$ cat src/rtl/fifo_pack2_pkg.sv
// Shared definitions for the word-pair packer: state encoding and default width.
package fifo_pack2_pkg;

    localparam int DW_DEFAULT = 16;

    typedef enum logic [1:0] {
        EMPTY = 2'd0,   // nothing held
        HALF  = 2'd1,   // low half held, waiting for partner word or flush
        FULL  = 2'd2    // packed word presented on the output port
    } state_t;

endpackage : fifo_pack2_pkg

$ cat src/rtl/fifo_pack2.sv
// fifo_pack2: packs consecutive pairs of dw-bit words from a req/ack source
// into one 2*dw-bit word on a req/ack output. First word lands in the low half.
// A flush in HALF pushes out a lone word with half_out=1 and a zero upper half.
// Optional build macro FIFO_PACK2_PARITY_EN adds a registered even-parity
// output par_out covering all bits of d_out.
module fifo_pack2
    import fifo_pack2_pkg::*;
#(
    parameter int dw = DW_DEFAULT
) (
    input  logic            clk,
    input  logic            rst,
    input  logic [dw-1:0]   d_in,
    input  logic            req_in,
    output logic            ack_in,
    input  logic            flush,
    output logic [2*dw-1:0] d_out,
    output logic            req_out,
    input  logic            ack_out,
    output logic            half_out
`ifdef FIFO_PACK2_PARITY_EN
    ,
    output logic            par_out
`endif
);

    state_t            r_state;
    state_t            w_state_nxt;
    logic [dw-1:0]     r_low;
    logic [dw-1:0]     w_low_nxt;
    logic [2*dw-1:0]   r_d_out;
    logic [2*dw-1:0]   w_d_out_nxt;
    logic              r_req_out;
    logic              w_req_out_nxt;
    logic              r_half_out;
    logic              w_half_out_nxt;
    logic              w_ack_in;
    logic              w_in_xfer;
    logic              w_out_xfer;

    // Input is accepted unless a packed word is stuck waiting downstream.
    assign w_ack_in   = ~rst & ((r_state != FULL) | ack_out);
    assign w_in_xfer  = req_in & w_ack_in;
    assign w_out_xfer = r_req_out & ack_out;

    // Next-state and next-output decode for the pairing FSM.
    always_comb begin
        // NOTE: every signal gets a default first so no path leaves one unassigned, which would infer a latch.
        w_state_nxt    = r_state;
        w_low_nxt      = r_low;
        w_d_out_nxt    = r_d_out;
        w_req_out_nxt  = r_req_out;
        w_half_out_nxt = r_half_out;
        case (r_state)
            EMPTY: begin
                if (w_in_xfer) begin
                    w_low_nxt   = d_in;
                    w_state_nxt = HALF;
                end
            end
            HALF: begin
                // A completing pair takes priority and swallows a coincident flush.
                if (w_in_xfer) begin
                    w_d_out_nxt    = {d_in, r_low};
                    w_half_out_nxt = 1'b0;
                    w_req_out_nxt  = 1'b1;
                    w_state_nxt    = FULL;
                end else if (flush) begin
                    w_d_out_nxt    = {{dw{1'b0}}, r_low};
                    w_half_out_nxt = 1'b1;
                    w_req_out_nxt  = 1'b1;
                    w_state_nxt    = FULL;
                end
            end
            FULL: begin
                // Word held stable until downstream takes it; a new word may
                // enter in the same cycle the old one leaves.
                if (w_out_xfer) begin
                    w_req_out_nxt = 1'b0;
                    if (w_in_xfer) begin
                        w_low_nxt   = d_in;
                        w_state_nxt = HALF;
                    end else begin
                        w_state_nxt = EMPTY;
                    end
                end
            end
            default: begin
                w_state_nxt   = EMPTY;
                w_req_out_nxt = 1'b0;
            end
        endcase
    end

    // State, holding register and output registers with synchronous reset.
    always_ff @(posedge clk) begin
        // NOTE: sequential state uses non-blocking assignments so all registers update together at the edge.
        if (rst) begin
            // NOTE: the low-half holding register is reset too, so a discarded word can never leak out later.
            r_state    <= EMPTY;
            r_low      <= '0;
            r_d_out    <= '0;
            r_req_out  <= 1'b0;
            r_half_out <= 1'b0;
        end else begin
            r_state    <= w_state_nxt;
            r_low      <= w_low_nxt;
            r_d_out    <= w_d_out_nxt;
            r_req_out  <= w_req_out_nxt;
            r_half_out <= w_half_out_nxt;
        end
    end

`ifdef FIFO_PACK2_PARITY_EN
    logic r_par;

    // Parity tracks the word being loaded so it changes in step with d_out.
    always_ff @(posedge clk) begin
        if (rst) begin
            r_par <= 1'b0;
        end else begin
            r_par <= ^w_d_out_nxt;
        end
    end

    assign par_out = r_par;
`endif

    assign ack_in   = w_ack_in;
    assign d_out    = r_d_out;
    assign req_out  = r_req_out;
    assign half_out = r_half_out;

endmodule : fifo_pack2

$ cat config.mk
export PLATFORM = sky130hd
export DESIGN_NAME = fifo_pack2
export DESIGN_NICKNAME = d
export VERILOG_FILES = /design/src/rtl/fifo_pack2_pkg.sv /design/src/rtl/fifo_pack2.sv
export SDC_FILE = /design/constraint.sdc
export NUM_CORES = 1
export LEC_CHECK = 0
export ABC_CLOCK_PERIOD_IN_PS = 1200
export CAP_MARGIN = 15
export CORE_AREA = 2 2 73 75
export CTS_CLUSTER_SIZE = 10
export DETAILED_ROUTE_END_ITERATION = 16
export DIE_AREA = 0 0 75 77
export HOLD_SLACK_MARGIN = 0.05
export PLACE_DENSITY = 0.74
export SLEW_MARGIN = 25
export SYNTH_ARGS = -nofsm -noshare
export SYNTH_HDL_FRONTEND = slang
export SYNTH_SLANG_ARGS = --single-unit
export TNS_END_PERCENT = 50
$ cat constraint.sdc
create_clock -name clk -period 1.2 [get_ports clk]
set_clock_uncertainty 0.1 [all_clocks]
set_input_delay 0.12 -clock clk [delete_from_list [all_inputs] [get_ports clk]]
set_output_delay 0.12 -clock clk [all_outputs]
set_load 0.01 [all_outputs]
After elaboration in Yosys (flattened, before gate mapping)
Index checks and enable logic that the tools add are counted.
{"block": "totals", "reg_bits": 52, "inputBits": 21, "output_inout_bits": 35, "wordCells": 40}
{"block": "classes", "eq_ne": 6, "n_mux": 16, "n_bitwise": 6, "n_reduce_logical": 7}
{"op": "$mux 32", "n": 2}
{"op": "$mux 16", "n": 2}
{"op": "$pmux 16 s2", "n": 1}
{"op": "$mux 2", "n": 4}
{"op": "$ne 2x2->1 const B", "n": 3}
{"op": "$pmux 2 s3", "n": 1}
{"op": "$reduce_and 3->1", "n": 2}
{"op": "$mux 1", "n": 5}
{"op": "$reduce_and 2->1", "n": 2}
{"op": "$reduce_bool 2->1", "n": 2}
{"op": "$and 1x1->1", "n": 3}
{"op": "$ne 3x3->1 const B", "n": 1}
{"op": "$pmux 1 s3", "n": 1}
{"op": "$eq 2x1->1 const B", "n": 1}
{"op": "$eq 2x2->1 const B", "n": 1}
{"op": "$logic_not 2->1", "n": 1}
{"op": "$not 1->1", "n": 2}
{"op": "$or 1x1->1", "n": 1}

Logic depth before layout (Yosys ltp)
{"block": "logic_depth", "depth_word": 7, "ltp_mapped": 6, "mapped_depth_nobuf": 3}

Least setup slack after synthesis
OpenSTA, ideal clock, no wires.
{"block": "synth_path", "path_kind": "reg2reg", "startpoint": "reg r_req_out, in the netlist req_out", "endpoint": "reg r_low[5]", "setup_time_ps": 119, "t_arrival_ps": 1149, "required_time_ps": 981, "slack_ps": -168, "stages_incl_launch_ff": 6, "path_buffers": 2, "synth_period_minus_slack_ps": 1368, "cell_sequence": "dfxtp_1 > nand2_1 > a211o_1 > buf_6 > buf_12 > mux2i_1"}
{"block": "synth_via", "elab_chain_len": 3}
{"item": "from (decl)", "line_no": "fifo_pack2.sv:33", "source": "logic r_req_out;"}
{"item": "from (signal assigned)", "line_no": "fifo_pack2.sv:109", "source": "r_req_out <= w_req_out_nxt;"}
{"item": "$and 1x1->1", "line_no": "fifo_pack2.sv:44", "source": "assign w_out_xfer = r_req_out & ack_out;"}
{"item": "$ne 2x2->1 (no source line)"}
{"item": "$reduce_and 2->1 (no source line)"}
{"item": "to (signal assigned)", "line_no": "fifo_pack2.sv:107", "source": "r_low <= w_low_nxt;"}
{"item": "to (decl)", "line_no": "fifo_pack2.sv:29", "source": "logic [dw-1:0] r_low;"}
Every way passes these cells.
A chain may end at the register's enable or synchronous reset.

Worst setup path in the final report
{"block": "layout_path", "startpoint": "reg r_state[0]", "endpoint": "reg r_d_out[30], in the netlist d_out[30]"}
{"block": "layout_via", "elab_chain_len": 6, "elab_cells_between_ends": 8, "cone_classes": "eq/ne (2); mux (1); bitwise (3); reduce/logical (2)"}
{"item": "from (decl)", "line_no": "fifo_pack2.sv:27", "source": "state_t r_state;"}
{"item": "from (signal assigned)", "line_no": "fifo_pack2.sv:106", "source": "r_state <= w_state_nxt;"}
{"item": "$ne 2x2->1", "line_no": "fifo_pack2.sv:42", "source": "assign w_ack_in = ~rst & ((r_state != FULL) | ack_out);"}
{"item": "$or 1x1->1", "line_no": "fifo_pack2.sv:42"}
{"item": "$and 1x1->1", "line_no": "fifo_pack2.sv:42"}
{"item": "$and 1x1->1", "line_no": "fifo_pack2.sv:43", "source": "assign w_in_xfer = req_in & w_ack_in;"}
{"item": "$reduce_bool 2->1 (no source line)"}
{"item": "$reduce_and 2->1 (no source line)"}
{"item": "to (signal assigned)", "line_no": "fifo_pack2.sv:108", "source": "r_d_out <= w_d_out_nxt;"}
{"item": "to (decl)", "line_no": "fifo_pack2.sv:31", "source": "logic [2*dw-1:0] r_d_out;"}
Parallel ways exist; a longest one is shown, timed or not.

==> flow_summary.ini <==
[synth]
ys_warn_count = 0
synth_cells = 221
netlist_area_sq_mm = 0.002091
synth_area_leaders = dfxtp_1 (50%), mux2i_1 (15%), nand2b_1 (9.9%)
syn_area_per_cell_sq_um = 9.460
synth_edf_count = 0
synth_seq_cells = 52
yosysUniqueCellTypes = 24
synth_ff_type = dfxtp_1
synth_top_cells_by_count = dfxtp_1 (52), nand2b_1 (33), mux2i_1 (32), a21oi_1 (21), inv_1 (20)
netlist.area_leader.share_pct = 49.79
yosysMostFrequentCell = dfxtp_1
yosysTopAreaCell = dfxtp_1
postSynth.asyncResetShare_pct = 0
synth_nets = 242
seq_area_frac_synth_pct = 49.79

[routing]
ant_nets = 0
via_per_inst = 4.598
top_layer = met4
drt_pass1_iterations = 4
wl_per_cell_microns = 13.16
first_iter_violations = 59
remaining_drc_errors = 0
dr_total_vias = 1637
met1_length_mm = 2.180
wl_met2_mm = 2.213
wl_met3_microns = 194
finalWirelength_mm = 4.684

[finish]
drive_above_1_share_pct = 20.28
fill_cells = 423
final_util_pct = 60.08
area_delta_synth_final_pct = 43.03
instances_no_fill = 356
diodes = 0
fin_nets = 307

[worst_setup_path]
critPathCaptureType = flop
cp_top_family = compound AO/OA/AOI/OAI gates
r2r_slack_ps = -60
reg2regPathDepth = 5
crit_start = r_state[0]
r2r_start = r_state[0]
r2r-end = d_out[30]
path_cells = buf_6 -> nand2b_4 -> buf_6 -> o21ai_0 -> a21oi_2
slowest_delay_ps = 340
crit_top_cell = buf_6
worst_ep_arrival_time_ps = 1340
worstSetupPathType = reg -> reg
startpoint_type = flop
crit_path_max_fanout = 14
crit_required_ps = 1280
path_buf_inv = 2
crit_slowest_cell = dfxtp_2

[grt]
grt_max_degree = 38
grt_pass1_wl_mm = 7.231
first_global_vias = 1533
overflow = 0
grtUsageTotal_pct = 16.39
antenna_found_initial = 0

[die]
die_h_microns = 77
initial_utilization_pct = 42.01
io_pins = 56
core_sq_mm = 0.004977
rows = 26
die-width_microns = 75
die_area_sq_mm = 0.005775

[worst_hold_path]
worstHoldStart = ack_out
hold_end = r_state[0]
min_path_type = in -> reg
holdPathStages = 3

[cts]
tritoncts = done
postCtsSetupBuffers = 0
cts-root-buf = clkbuf_8
clkLatencyLatePin_ps = 300
clkTransAtPathRegs_ps = 80
cts_buffers = 5
cts.htree.levels = 2
hold_buffers = 0
clock_path_buffers = 2
numClockSinks = 52

[placement]
dp_cells = 348
gp_congestion = 0.8167
dpl.hpwl_mm = 3.131
io_buffers = 55

[sta]
fin_setup_tns_ps = -583.2
fmax_mhz = 793.8
finalHoldViolCount = 0
finalSetupViolCount = 35
timing.final.max_slew_violations = 0
worst_slew_pin_slew_ps = 368.4
fin_ws_ps = -59.81
relSlewSlack_pct = 75.38
finalCritPeriodShare_pct = 105.0
rsz0062_at_grt = true
min_period_ps = 1260

[power_and_ir_drop]
peakVddDrop_uv = 770.3
leakage_nw = 1.446
powerDensity_mw_per_mm2 = 1160
power_mw = 3.468

[run_status]
status = finished, violations left
violations = negative setup slack

[flow_run]
cap_violations = 0
==> tightest hold or removal path, delay by kind of cell <==
kind	cells	cell delay [ps]
compound gates	1	70
buf+inv	1	290
simple gates	1	100
==> per-layer routing <==
metal,global-route usage (%),up-vias
li1,-,858
met1,21.79,735
met2,25.26,36
met3,4.336,8
met4,5.893,0
met5,0,-
==> cells by family (layout without fill, tap and decap cells) <==
group	Yosys count	in the layout	share of synthesized area, %
buf+inv	35	100	8.198
compound gates	43	43	10.89
flops	52	52	49.79
simple gates	59	59	15.80
mux	32	32	15.32
==> where the power goes <==
group	switching, mW	internal [mW]
registers	0.0423	1.83
clock network	0.532	0.398
logic	0.324	0.340
total	0.898	2.57
==> stage by stage <==
step           hold WS [ps]  cell area, sq um  setup WS (ps)
4_1_cts               205.6              2888         -83.14
2_1_floorplan         152.3              2116         -77.01
3_5_place_dp          362.9              2805         -659.8
3_3_place_gp          361.5              2805         -576.3
6_report              222.0              2990         -59.81
5_1_grt               243.4              2990         -93.01
==> cells in the final DEF (no fill, tap or decap) <==
cell,count
dfxtp_1,49
dlygate4sd2_1,38
nand2b_1,32
mux2i_1,32
inv_1,20
clkdlybuf4s50_1,16
o21ai_0,13
a21oi_2,13
buf_4,10
nand2_1,8
a21oi_1,7
nand2_2,5
nand2_4,5
clkbuf_8,5
buf_6,5
o21ai_1,4
nand3_1,3
buf_12,3
dfxtp_2,3
a31oi_1,2
nand2b_4,2
a21oi_4,1
nor4bb_2,1
a221oi_1,1
a211o_1,1
and3b_2,1
nor2_4,1
a21o_1,1
nor3_2,1
clkinv_2,1
clkbuf_1,1
buf_2,1
==> sequential cells by signal, indices dropped and copies added (netlist names) <==
register  cells
half_out      1
req_out       1
r_low        16
d_out        32
r_state       2
==> worst max path at each step <==
| stage | endpoint | cells past startpoint |
|---|---|---|
| finish | d_out[30] | 5 |
| global route | d_out[30] | 5 |
| CTS | r_state[0] | 4 |
| detailed placement | d_out[27] | 4 |
| global placement | d_out[29] | 4 |
| floorplan | r_low[5] | 5 |
==> repair_timing <==
action	CTS	global route
cloned	1	0
endpoints found under the hold margin	0	0
endpoints found under the setup margin	87	49
resized for setup	54	33
pin swaps	1	18
==> layout make-up <==
class                      instances  area [sq um]  area share [%]
clock inverter                     1         5.005          0.1674
timing repair buffer              73         689.4           23.05
sequential                        52          1045           34.94
multi-input combinational        134          1016           33.97
clock buffer                       6         72.57           2.427
tap                               70         87.58           2.929
inverter                          20         75.07           2.510
(Power assumes the default switching activity.)
